## config.mk

```make
export PLATFORM = sky130hd
export DESIGN_NAME = mux_scan
export DESIGN_NICKNAME = d
export VERILOG_FILES = /design/src/rtl/mux_pkg.sv /design/src/rtl/mux_dwell_ctr.sv /design/src/rtl/mux_scan.sv
export SDC_FILE = /design/constraint.sdc
export NUM_CORES = 1
export LEC_CHECK = 0
export BUFFER_PORTS_ARGS = -buffer_cell sky130_fd_sc_hd__buf_2
export CORE_ASPECT_RATIO = 1.1
export CORE_MARGIN = 4
export CORE_UTILIZATION = 37
export DETAILED_ROUTE_END_ITERATION = 10
export GPL_ROUTABILITY_DRIVEN = 0
export PLACE_DENSITY = 0.68
export SYNTH_ARGS = -nofsm -noshare
export SYNTH_HDL_FRONTEND = slang
export SYNTH_HIERARCHICAL = 1
export SYNTH_SLANG_ARGS = --single-unit
```

## constraint.sdc

```tcl
create_clock -name clk -period 2.2 [get_ports clk]
set_clock_uncertainty 0.2 [all_clocks]
set_input_delay 0.44 -clock clk [delete_from_list [all_inputs] [get_ports clk]]
set_output_delay 0.44 -clock clk [all_outputs]
set_load 0.05 [all_outputs]
```

## src/rtl/mux_pkg.sv

```systemverilog
// Shared definitions for the scanning multiplexer: mode encoding, FSM states
// and the select-width helper.
package mux_pkg;

    localparam logic MODE_STATIC = 1'b0;
    localparam logic MODE_SCAN   = 1'b1;

    typedef enum logic [1:0] {
        ST_IDLE   = 2'd0,
        ST_STATIC = 2'd1,
        ST_SCAN   = 2'd2
    } state_e;

    // Smallest r with 2**r >= n; bounded loop keeps it elaboration-friendly.
    function automatic int clog2(input int n);
        int r;
        r = 32'sd0;
        for (int i = 0; i < 32; i++) begin
            r = ((32'sd1 <<< r) < n) ? r + 32'sd1 : r;
        end
        return r;
    endfunction

endpackage

```

## src/rtl/mux_dwell_ctr.sv

```systemverilog
// Dwell counter for scan mode: counts 0..DWELL-1 while enabled, flags the last count.
module mux_dwell_ctr
    import mux_pkg::*;
#(
    parameter int DWELL = 4
) (
    input  logic clk,
    input  logic rst_n,
    input  logic en,
    input  logic clr,
    output logic tc
);

    localparam int CW = (DWELL > 1) ? clog2(DWELL) : 1;
    localparam logic [CW-1:0] LAST = CW'(DWELL - 1);

    logic [CW-1:0] cnt_r;

    assign tc = (cnt_r == LAST);

    // Count register: clear wins over counting; wraps to zero on terminal count.
    always_ff @(posedge clk or negedge rst_n) begin
        if (!rst_n) begin
            cnt_r <= '0;
        end else if (clr) begin
            cnt_r <= '0;
        end else if (en) begin
            cnt_r <= tc ? '0 : cnt_r + CW'(1);
        end else begin
            cnt_r <= cnt_r;
        end
    end

endmodule

```

## src/rtl/mux_scan.sv

```systemverilog
// Registered N-channel multiplexer with a loadable select register and a
// round-robin scan mode that dwells DWELL enabled cycles per channel.
module mux_scan
    import mux_pkg::*;
#(
    parameter  int W     = 8,
    parameter  int N     = 4,
    parameter  int DWELL = 4,
    localparam int SW    = clog2(N)
) (
    input  logic            clk,
    input  logic            rst_n,
    input  logic [N*W-1:0]  in_data,
    input  logic            en,
    input  logic            mode,
    input  logic [SW-1:0]   sel_in,
    input  logic            sel_load,
    output logic [W-1:0]    out,
    output logic            out_valid,
    output logic [SW-1:0]   sel_cur,
    output logic            sel_chg,
    output logic            sel_err
);

    localparam logic [SW:0]   N_EXT = (SW + 1)'(N);
    localparam logic [SW-1:0] LAST  = SW'(N - 1);

    state_e        state_s;
    logic          load_ok_s;
    logic          err_s;
    logic [SW-1:0] sel_nxt_s;
    logic          dwell_en_s;
    logic          dwell_clr_s;
    logic          dwell_tc_s;

    logic [W-1:0]  out_r;
    logic          out_valid_r;
    logic [SW-1:0] sel_cur_r;
    logic          sel_chg_r;
    logic          sel_err_r;

    assign load_ok_s = sel_load && ({1'b0, sel_in} < N_EXT);

    // Operating state is a direct decode of the enable and mode inputs.
    always_comb begin
        state_s = ST_IDLE;
        if (!en) begin
            state_s = ST_IDLE;
        end else if (mode == MODE_SCAN) begin
            state_s = ST_SCAN;
        end else begin
            state_s = ST_STATIC;
        end
    end

    // Next select, dwell control and load-error flag for the coming edge.
    always_comb begin
        sel_nxt_s   = sel_cur_r;
        dwell_en_s  = 1'b0;
        dwell_clr_s = 1'b0;
        err_s       = 1'b0;
        case (state_s)
            ST_IDLE: begin
                sel_nxt_s = sel_cur_r;
            end
            ST_STATIC: begin
                dwell_clr_s = 1'b1;
                err_s       = sel_load && !load_ok_s;
                if (load_ok_s) begin
                    sel_nxt_s = sel_in;
                end else begin
                    sel_nxt_s = sel_cur_r;
                end
            end
            ST_SCAN: begin
                err_s = sel_load && !load_ok_s;
                if (load_ok_s) begin
                    sel_nxt_s   = sel_in;
                    dwell_clr_s = 1'b1;
                end else begin
                    // A rejected load leaves the scan running untouched.
                    dwell_en_s = 1'b1;
                    if (dwell_tc_s) begin
                        sel_nxt_s = (sel_cur_r == LAST) ? '0 : sel_cur_r + SW'(1);
                    end else begin
                        sel_nxt_s = sel_cur_r;
                    end
                end
            end
            default: begin
                sel_nxt_s = sel_cur_r;
            end
        endcase
    end

    mux_dwell_ctr #(
        .DWELL (DWELL)
    ) u_dwell (
        .clk   (clk),
        .rst_n (rst_n),
        .en    (dwell_en_s),
        .clr   (dwell_clr_s),
        .tc    (dwell_tc_s)
    );

    // Output, select and pulse registers; IDLE freezes data and select.
    always_ff @(posedge clk or negedge rst_n) begin
        if (!rst_n) begin
            out_r       <= '0;
            out_valid_r <= 1'b0;
            sel_cur_r   <= '0;
            sel_chg_r   <= 1'b0;
            sel_err_r   <= 1'b0;
        end else begin
            if (state_s != ST_IDLE) begin
                out_r <= in_data[sel_cur_r*W +: W];
            end else begin
                out_r <= out_r;
            end
            out_valid_r <= (state_s != ST_IDLE);
            sel_cur_r   <= sel_nxt_s;
            sel_chg_r   <= (sel_nxt_s != sel_cur_r);
            sel_err_r   <= err_s;
        end
    end

    assign out       = out_r;
    assign out_valid = out_valid_r;
    assign sel_cur   = sel_cur_r;
    assign sel_chg   = sel_chg_r;
    assign sel_err   = sel_err_r;

endmodule
```

==> impl_results.rst <==
.. list-table::
   :header-rows: 1

   * - Metric
     - Value
   * - Synth cell types
     - 30
   * - Crit-path leading delay family
     - flip-flops
   * - DIE WIDTH
     - around 55 µm
   * - Hold WC Path Type
     - register to register
   * - Most used flip-flop cell after synthesis
     - dfrtp_1
   * - Fraction of post-synthesis cell area in the top cell type by area
     - between 30% and 40%
   * - Max Cap Violations
     - 0
   * - Final design area excluding fillers
     - roughly 0.0012 mm²
   * - Site Rows
     - 18
   * - Depth of the critical timing path with buffers and inverters included
     - 1
   * - Total Power
     - between 0.9 and 1 mW
   * - Series of cell instances along the critical path
     - buf_2
   * - WL per Instance
     - ~15 µm
   * - Buffers from clock root to sink, at most
     - 2
   * - Pin count of the biggest net entering global routing
     - 15
   * - Setup repair after global routing missed its margin
     - false
   * - Number of nets in the layout
     - 162
   * - Main combinational cell family by area after synthesis
     - multiplexers
   * - Clock tree sinks
     - 14
   * - Area growth, synth to finish
     - 34.02%
   * - Leakage component of the power
     - slightly above 0.6 nW
   * - Net count after synthesis
     - between 100 and 150
   * - Post-Synth XOR/XNOR Area
     - 0%
   * - Via count of the first global-routing pass
     - between 800 and 900
   * - Portion of total power attributed to combinational logic
     - between 40% and 50%
   * - Critical path peak fanout
     - 14
   * - Post-Place Cells
     - roughly 150
   * - Post-synth EDFFs
     - 0
   * - Power per cell area
     - 751.1 mW/mm²
   * - Die Area
     - roughly 0.0033 mm²
   * - Total routed wirelength
     - roughly 2300 µm
   * - Peak supply drop
     - about 360 µV
   * - DRC violation count after routing
     - 0
   * - Length in cells of the worst reg-to-reg path
     - 2
   * - CTS tree
     - done
   * - Critical Path Slowest Stage Cell
     - dfrtp_1
   * - Worst Path Required
     - about 1600 ps
   * - Share of cell area taken by muxes after synthesis
     - between 30% and 40%
   * - Port Buffer Count
     - 50
   * - Total routing resource utilization after global routing
     - around 14%
   * - Post-Synthesis Mean Instance Area
     - roughly 13 µm²
   * - Clock-pin slew on the worst setup and hold paths
     - about 80 ps
   * - Critical path buffer and inverter count
     - 1
   * - Max Freq
     - 0.4877 GHz
   * - Delay of the slowest critical-path stage
     - ~760 ps
   * - Remaining antenna violation count
     - 0
   * - Simple logic cell fraction of the synthesized area
     - 8.060%
   * - Seq pwr share
     - between 30% and 40%
   * - Share of final-layout standard cells stronger than drive strength 1
     - about three fifths
   * - Proportion of power drawn by the clock network
     - 19.7%
   * - Share of total power consumed by net switching
     - roughly two fifths
   * - Die span in y
     - about 60 µm
   * - Total net switching power
     - ~0.36 mW
   * - Final period demand of the worst path
     - about 2000 ps
   * - Combined area of all synthesized cells
     - approximately 920 µm²
   * - Final Non-Filler Cells
     - 150
   * - Post-synthesis compound-gate area fraction
     - between 10% and 20%
   * - Via density per instance
     - between 5 and 6
   * - Diodes inserted
     - 0
   * - Initial antenna violation count
     - 0
   * - Initial Util
     - about two fifths
   * - Most used standard cell by instance count after synthesis
     - dfrtp_1
   * - Worst Max-Slew Pin Slew
     - ~630 ps
   * - Total via count after detailed routing
     - between 700 and 800
   * - Wire length of the first global-routing pass
     - around 3700 µm
   * - Number of DRC markers after the initial detailed-route iteration
     - 22
   * - CTS buffer count
     - 3
   * - Hold violation total from the final report
     - 0
   * - Number of failing setup endpoints in the final timing report
     - 0
   * - Post-CTS Setup Bufs
     - 0
   * - Cell-internal power
     - between 0.5 and 0.6 mW
   * - Placed inst area
     - about 0.0012 mm²
   * - Worst Hold Depth
     - 1
   * - Commonest cells in the netlist
     - dfrtp_1, mux2_4, mux4_2
   * - Worst setup path category
     - register to output port
   * - I/O pin count
     - 52
   * - Worst rel slew slack
     - between 50% and 60%
   * - GRT overflow
     - 0
   * - Most area-consuming cells after synthesis
     - dfrtp_1, mux4_2, mux2_4
   * - Arrival @ worst endpoint
     - roughly 1400 ps
   * - Ratio of final minimum period to clock period
     - about 93%
   * - Synthesized flop and latch total
     - 14
   * - Area of the placeable core
     - around 0.0023 mm²
   * - Yosys top cell by area
     - dfrtp_1
   * - Number of levels the H-tree was split into
     - 1
   * - Fraction of the yosys area taken by sequential cells
     - between 30% and 40%
   * - Source-to-sink clock delay at the later pin of the worst-skew pair
     - approximately 270 ps
   * - Detailed-routing iteration count for the pre-antenna-repair pass
     - 4
   * - Final HPWL from detailed placement
     - 1867 µm
   * - Critical Path Sink Type
     - output port
   * - Post-synthesis share of cell area spent on full adders, half adders and majority gates
     - about 2.7%
   * - Run status
     - completed
   * - Yosys Warn Count
     - 6
   * - Sum of negative setup slack
     - 0 ps
   * - Fillers
     - about 210
   * - Number of gates resized after cts
     - 0
   * - Proportion of synthesized flip-flops having asynchronous set or reset
     - 100.0%
   * - Minimum hold slack
     - 303.9 ps
   * - Max Transition Viols Final
     - 0
   * - Number of cells produced by synthesis
     - 69
   * - Cell chosen for the clock root
     - clkbuf_4
   * - Post-CTS Hold Buffers
     - 1
   * - Launching element type of the critical path
     - register
-- cells by family (layout without fill, tap and decap cells) --
group                      count (synthesis)  in the layout
other                                      1              1
adders and majority gates                  2              2
and+or+nand+nor                           12             12
AOI/OAI and AO/OA                         14             14
muxes                                     18             18
DFF                                       14             14
buffers and inverters                      8             59
-- worst paths after layout --
kind	from	endpoint	slack, ps
min in group asynchronous	rst_n	u_dwell/cnt_r[0]$_DFFE_PN0P_	380
max in group asynchronous	rst_n	out[1]$_DFFE_PN0P_	1190
max reg2reg	sel_cur[0]$_DFF_PN0_	out[5]$_DFFE_PN0P_	230
max	sel_cur[0]$_DFF_PN0_	sel_cur[0]	150
min reg2reg	out[7]$_DFFE_PN0P_	out[7]$_DFFE_PN0P_	300
min	out[7]$_DFFE_PN0P_	out[7]$_DFFE_PN0P_	300
-- through the flow --
step | utilization, % | setup WS (ps)
floorplan | - | 213.5
global placement | 51.42 | 284.1
detailed placement | 51.42 | 215.9
CTS | 53.43 | 121.2
global route | 53.43 | 54.28
finish | 53.43 | 149.6
-- state kept, by name (all words and copies together), names as in the netlist --
name and flops:
out 8, sel_cur 2, u_dwell/cnt_r 2, out_valid 1, sel_chg 1
-- final cells by class --
type                       count  area [µm²]  share of cell area, %
clock buffer                   4       36.28                  2.956
inverter                       2       7.507                 0.6116
multi-input combinational     47       520.5                  42.41
tap                           30       37.54                  3.058
sequential                    14       350.3                  28.54
timing repair buffer          53       275.3                  22.43
-- layout by cell type, fill, tap and decap left out, types with 2 or more instances in the layout --
cell,count
a21oi_1,3
buf_2,50
buf_4,2
clkbuf_4,3
dfrtp_1,14
ha_1,2
inv_1,2
mux2_2,2
mux2_4,6
mux2i_1,2
mux4_1,2
mux4_2,6
nand2_1,2
nand2b_1,3
nand3b_1,2
o21ai_0,4
-- power by group through the flow --
stage	logic, mW	clock network [mW]	registers (mW)
6_report	0.402	0.182	0.338
5_1_grt	0.428	0.200	0.346
4_1_cts	0.405	0.186	0.339
3_5_place_dp	0.404	0	0.344
3_3_place_gp	0.394	0	0.341
2_1_floorplan	0.157	0	0.482
-- layer usage --
layer | wire (µm) | vias up | track usage [%]
met2 | 1202 | 29 | 25.34
met3 | 140 | 2 | 3.240
met4 | 31 | 0 | 6.250
met5 | 0 | - | 0
li1 | - | 369 | -
met1 | 931 | 371 | 17.16
Power figures use the tool's default switching activity.
